`src/rtl/mem_pkg.sv`:
```
// Shared types for the MEM stage: access-size encodings, FSM states and
// the byte-enable/write-data bundle produced by the alignment network.
package mem_pkg;

   localparam logic [1:0] SZ_BYTE = 2'b00;
   localparam logic [1:0] SZ_HALF = 2'b01;
   localparam logic [1:0] SZ_WORD = 2'b10;

   typedef enum logic {
      IDLE = 1'b0,
      WAIT = 1'b1
   } mem_state_t;

   typedef struct packed {
      logic [3:0]  be;
      logic [31:0] wdata;
   } mem_align_t;

endpackage

```
`src/rtl/mem_align.sv`:
```
// Combinational lane steering for the MEM stage: byte enables and replicated
// store data going out, lane-selected and extended load data coming back.
module mem_align
   import mem_pkg::*;
(
   input  logic [1:0]  size,
   input  logic        sgn,
   input  logic [1:0]  addr_lo,
   input  logic [31:0] store_data,
   input  logic [31:0] rdata,
   output mem_align_t  align,
   output logic [31:0] load_data
);

   logic [7:0]  rd_byte [4];
   logic [7:0]  lane_b;
   logic [15:0] lane_h;

   generate
      for (genvar gi = 0; gi < 4; gi++) begin : g_lane
         assign rd_byte[gi] = rdata[8*gi +: 8];
      end
   endgenerate

   assign lane_b = rd_byte[addr_lo];
   assign lane_h = addr_lo[1] ? rdata[31:16] : rdata[15:0];

   // Size 2'b11 falls into the default arm and behaves as a word.
   always_comb begin
      align.be    = 4'b0000;
      align.wdata = 32'h0;
      load_data   = 32'h0;
      case (size)
         SZ_BYTE: begin
            align.be    = 4'b0001 << addr_lo;
            align.wdata = {4{store_data[7:0]}};
            load_data   = {{24{sgn & lane_b[7]}}, lane_b};
         end
         SZ_HALF: begin
            align.be    = addr_lo[1] ? 4'b1100 : 4'b0011;
            align.wdata = {2{store_data[15:0]}};
            load_data   = {{16{sgn & lane_h[15]}}, lane_h};
         end
         default: begin
            align.be    = 4'b1111;
            align.wdata = store_data;
            load_data   = rdata;
         end
      endcase
   end

endmodule

```
`src/rtl/mem_stage.sv`:
```
// MIPS MEM stage: latches the EX result, runs loads/stores over a req/ack port
// and stalls upstream while waiting. Define MEM_MISALIGN_EXC_EN for misalign traps.
module mem_stage
   import mem_pkg::*;
(
   input  logic        clk,
   input  logic        rst,
   input  logic        regWr,
   input  logic [4:0]  regAddr,
   input  logic [31:0] aluResult,
   input  logic [31:0] storeData,
   input  logic        memRd,
   input  logic        memWr,
   input  logic [1:0]  memSize,
   input  logic        memSigned,
   output logic        dmem_req,
   output logic        dmem_we,
   output logic [31:0] dmem_addr,
   output logic [3:0]  dmem_be,
   output logic [31:0] dmem_wdata,
   input  logic [31:0] dmem_rdata,
   input  logic        dmem_ack,
   output logic        stall,
`ifdef MEM_MISALIGN_EXC_EN
   output logic        excMisalign,
   output logic [31:0] excAddr,
`endif
   output logic        wbRegWr,
   output logic [4:0]  wbRegAddr,
   output logic [31:0] wbRegData
);

   logic        regwr_reg;
   logic [4:0]  regaddr_reg;
   logic [31:0] alu_reg;
   logic [31:0] sd_reg;
   logic        memrd_reg;
   logic        memwr_reg;
   logic [1:0]  size_reg;
   logic        signed_reg;

   mem_state_t  state_reg, state_next;
   mem_align_t  align;
   logic [31:0] load_data;
   logic        mem_op;
   logic        wb_block;

   // Input latch: a reset leaves an all-zero bubble; a stall freezes it.
   always_ff @(posedge clk) begin
      if (rst) begin
         regwr_reg   <= 1'b0;
         regaddr_reg <= 5'd0;
         alu_reg     <= 32'h0;
         sd_reg      <= 32'h0;
         memrd_reg   <= 1'b0;
         memwr_reg   <= 1'b0;
         size_reg    <= SZ_BYTE;
         signed_reg  <= 1'b0;
      end else if (!stall) begin
         regwr_reg   <= regWr;
         regaddr_reg <= regAddr;
         alu_reg     <= aluResult;
         sd_reg      <= storeData;
         memrd_reg   <= memRd;
         memwr_reg   <= memWr;
         size_reg    <= memSize;
         signed_reg  <= memSigned;
      end
   end

`ifdef MEM_MISALIGN_EXC_EN
   logic misaligned;
   assign misaligned  = (size_reg == SZ_HALF) ? alu_reg[0] :
                        (size_reg[1]          ? (alu_reg[1:0] != 2'b00) : 1'b0);
   assign mem_op      = (memrd_reg | memwr_reg) & ~misaligned;
   assign excMisalign = (memrd_reg | memwr_reg) & misaligned;
   assign excAddr     = excMisalign ? alu_reg : 32'h0;
   assign wb_block    = excMisalign;
`else
   assign mem_op      = memrd_reg | memwr_reg;
   assign wb_block    = 1'b0;
`endif

   always_ff @(posedge clk) begin
      if (rst) state_reg <= IDLE;
      else     state_reg <= state_next;
   end

   always_comb begin
      state_next = state_reg;
      case (state_reg)
         IDLE:    if (mem_op && !dmem_ack) state_next = WAIT;
         WAIT:    if (dmem_ack)            state_next = IDLE;
         default: state_next = IDLE;
      endcase
   end

   // The latch is frozen in WAIT, so the request fields stay stable for free.
   always_comb begin
      dmem_req = 1'b0;
      stall    = 1'b0;
      case (state_reg)
         IDLE: begin
            dmem_req = mem_op;
            stall    = mem_op & ~dmem_ack;
         end
         WAIT: begin
            dmem_req = 1'b1;
            stall    = ~dmem_ack;
         end
         default: ;
      endcase
   end

   mem_align u_align (
      .size       (size_reg),
      .sgn        (signed_reg),
      .addr_lo    (alu_reg[1:0]),
      .store_data (sd_reg),
      .rdata      (dmem_rdata),
      .align      (align),
      .load_data  (load_data)
   );

   assign dmem_we    = memwr_reg & mem_op;
   assign dmem_addr  = mem_op ? {alu_reg[31:2], 2'b00} : 32'h0;
   assign dmem_be    = mem_op ? align.be : 4'b0000;
   assign dmem_wdata = dmem_we ? align.wdata : 32'h0;

   assign wbRegWr    = regwr_reg & ~stall & ~wb_block;
   assign wbRegAddr  = regaddr_reg;
   assign wbRegData  = memrd_reg ? load_data : alu_reg;

endmodule

```
`config.mk`:
```
export PLATFORM = sky130hd
export DESIGN_NAME = mem_stage
export DESIGN_NICKNAME = d
export VERILOG_FILES = /design/src/rtl/mem_pkg.sv /design/src/rtl/mem_align.sv /design/src/rtl/mem_stage.sv
export SDC_FILE = /design/constraint.sdc
export NUM_CORES = 1
export LEC_CHECK = 0
export ABC_AREA = 1
export BUFFER_PORTS_ARGS = -buffer_cell sky130_fd_sc_hd__clkbuf_2
export CAP_MARGIN = 20
export CORE_MARGIN = 4
export CORE_UTILIZATION = 28
export CTS_BUF_LIST = sky130_fd_sc_hd__clkbuf_4
export DETAILED_ROUTE_END_ITERATION = 10
export PLACE_DENSITY = 0.53
export SLEW_MARGIN = 20
export SYNTH_ARGS = -nofsm -noshare
export SYNTH_HDL_FRONTEND = slang
export SYNTH_HIERARCHICAL = 1
export SYNTH_SLANG_ARGS = --single-unit
```
`constraint.sdc`:
```
create_clock -name clk -period 2.9 [get_ports clk]
set_input_delay 0.29 -clock clk [delete_from_list [all_inputs] [get_ports clk]]
set_output_delay 0.29 -clock clk [all_outputs]
set_load 0.02 [all_outputs]
```
==> impl_metrics.py <==
metrics = {
    "power_and_ir_drop": {
        "p_leak_nw": 3.54,
        "p_total_mw": 3.11,
        "powerDensity_nw_per_um2": 496,
        "ir_drop_uv": 172,
    },
    "timing": {
        "slew_headroom_pct": 40.7,
        "tns_ns": 0,
        "holdWs_ns": 0.0394,
        "setup_ws_ns": 0.311,
        "rsz0062_at_grt": "false",
        "drv_slew": 0,
        "hold_viol": 0,
        "finalClockSkew_ns": 0.0228,
        "setup_violations": 0,
        "tightest_slew_ns": 0.889,
        "maxClockFrequency_ghz": 0.386,
        "period_minus_slack_ns": 2.59,
        "fin_crit_sh_pct": 89.3,
    },
    "layout": {
        "seqCellArea_um2": 1520,
        "final_util_pct": 35.9,
        "final_cells": 1261,
        "fillers": 2077,
        "finalInstanceArea_um2": 6270,
        "area_delta_synth_final_pct": 24.4,
        "num-nets-final": 1140,
        "multi_input_area_um2": 2760,
        "layout-drive-gt1-share_pct": 25.5,
    },
    "route": {
        "vias": 5764,
        "wl_per_cell_um": 15.3,
        "drc_errors": 0,
        "ant_nets": 0,
        "wl_met1_um": 9070,
        "dr.pass1.iters": 5,
        "top_layer": "met4",
        "viasPerCell": 4.57,
        "wl_met3_um": 1170,
        "first_iter_violations": 382,
        "routed_wl_um": 19200,
        "wl_met2_um": 8520,
    },
    "grt": {
        "antenna_found_initial": 1,
        "grt_pass1_wl_um": 29800,
        "grt_pass1_vias": 5473,
        "track_usage_pct": 18.5,
        "overflow": 0,
        "grt_max_degree": 76,
    },
    "logic_synthesis": {
        "ys_ff_latch": 76,
        "yosysWarnings": 6,
        "yosysSeqAreaShare_pct": 30.2,
        "syn_inst": 858,
        "syn_area_um2": 5040,
        "synth.distinct_cells": 24,
        "syn_avg_cell_area_um2": 5.88,
    },
    "floorplanning": {
        "num_rows": 48,
        "die_area_um2": 20200,
        "die_y_um": 142,
        "pin_count": 219,
        "core_area_um2": 17500,
        "initial_core_util_pct": 28.9,
        "dieWidth_um": 142,
    },
    "min_path": {
        "hold_class": "input port to flop",
    },
    "placed_design": {
        "globalplace.congestion": 0.867,
        "numPlacedInstances": 1242,
        "detailedPlace.worstSlack_ns": 0.716,
        "dpl.hpwl_um": 13600,
        "place_area_um2": 6080,
        "io_buffers": 216,
    },
    "clock_network": {
        "cts_htree_levels": 3,
        "clockRootBuffer": "clkbuf_4",
        "cts_buffer_depth": 2,
        "clock-sinks": 76,
        "numCtsBuffers": 9,
        "cts_setup_buffers": 0,
        "clk_pin_slew_ns": 0.16,
        "cts_tree": "done",
        "worstSkewPairLatency_ns": 0.46,
    },
    "setup_path": {
        "crit_required_ns": 2.61,
        "worst_path_max_delay_cell": "clkinv_2",
        "critPathMaxStageDelay_ns": 0.67,
        "crit_fanout": 56,
        "path_buf_inv": 2,
        "crit_type": "flop to output pin",
        "cp_cell_sequence": "nor2_8, nand2_4, nand2_4, clkinv_2, nor2_1, clkbuf_2",
        "crit_arrival_ns": 2.30,
        "crit_family": "buffers and inverters",
        "start_kind": "flop",
        "crit_path_frequent_cell": "nand2_4",
        "cp-end-kind": "output pin",
    },
    "run": {
        "max-cap-violations": 0,
    },
    "run_status": {
        "status": "complete, no violations",
    },
}
-- power by group --
group	switching [mW]	internal, mW
clock	0.436	0.374
combinational	0.739	0.359
sequential	0.0594	1.14
-- worst min-delay path: stages --
cell      delay [ns]
clkbuf_2        0.07
nor2_1          0.03
nor2_1          0.08
-- cells in the final DEF (no fill, tap or decap), drive strengths merged --
cell type and instances:
nand3b 40, nor2 184, dfxtp 76, buf 11, o211ai 8, conb 2, clkbuf 227, dlygate4sd3 2
nand2 264, bufinv 2, diode 1, clkinv 2, clkinvlp 1, inv 88, nand3 82, a21oi 3
o21ai 43
-- worst paths after layout --
check	start	endpoint	slack, ns	cells past startpoint
hold / removal	storeData[19]	sd_reg[19]	0.04	3
setup / recovery	memwr_reg	wbRegWr	0.31	6
hold reg to reg	regwr_reg	regwr_reg	0.56	4
setup reg to reg	memwr_reg	alu_reg[29]	0.82	7
-- layer usage --
metal,track usage (%),vias to the layer above
met5,0,-
met4,6.31,0
met1,26.1,2587
li1,-,2960
met2,28.3,187
met3,3.49,30
-- cells by family after synthesis --
logic type,Yosys count,synth area share (%)
flops,76,30.2
simple gates,570,48.9
compound gates,54,5.76
other cells,1,0.0744
buf+inv,157,15.1
-- timing repair --
action	in CTS	in global routing
endpoints found under the hold margin	2	0
hold buffers	2	0
setup endpoints to repair	0	8
gates resized for setup	0	1
-- Yosys cell counts, drive strengths merged --
cell    count  area (um2)
clkbuf     19        71.3
inv        88         338
o211ai      8        60.1
dfxtp      76        1520
nand3b     40         300
nand3      82         428
o21ai      43         215
a21oi       3        15.0
nor2      184         714
buf        50         353
conb        1        3.75
nand2     264        1020
-- area by class of cell --
type,instances,share of cell area (%)
clock buffer,11,1.32
timing repair buffer,229,19.1
tap,225,4.49
inverter,88,5.40
clock inverter,5,1.36
sequential,76,24.3
antenna,1,0.0399
multi-input combinational,626,44.0
No activity file was read; power rests on OpenSTA's default activity.
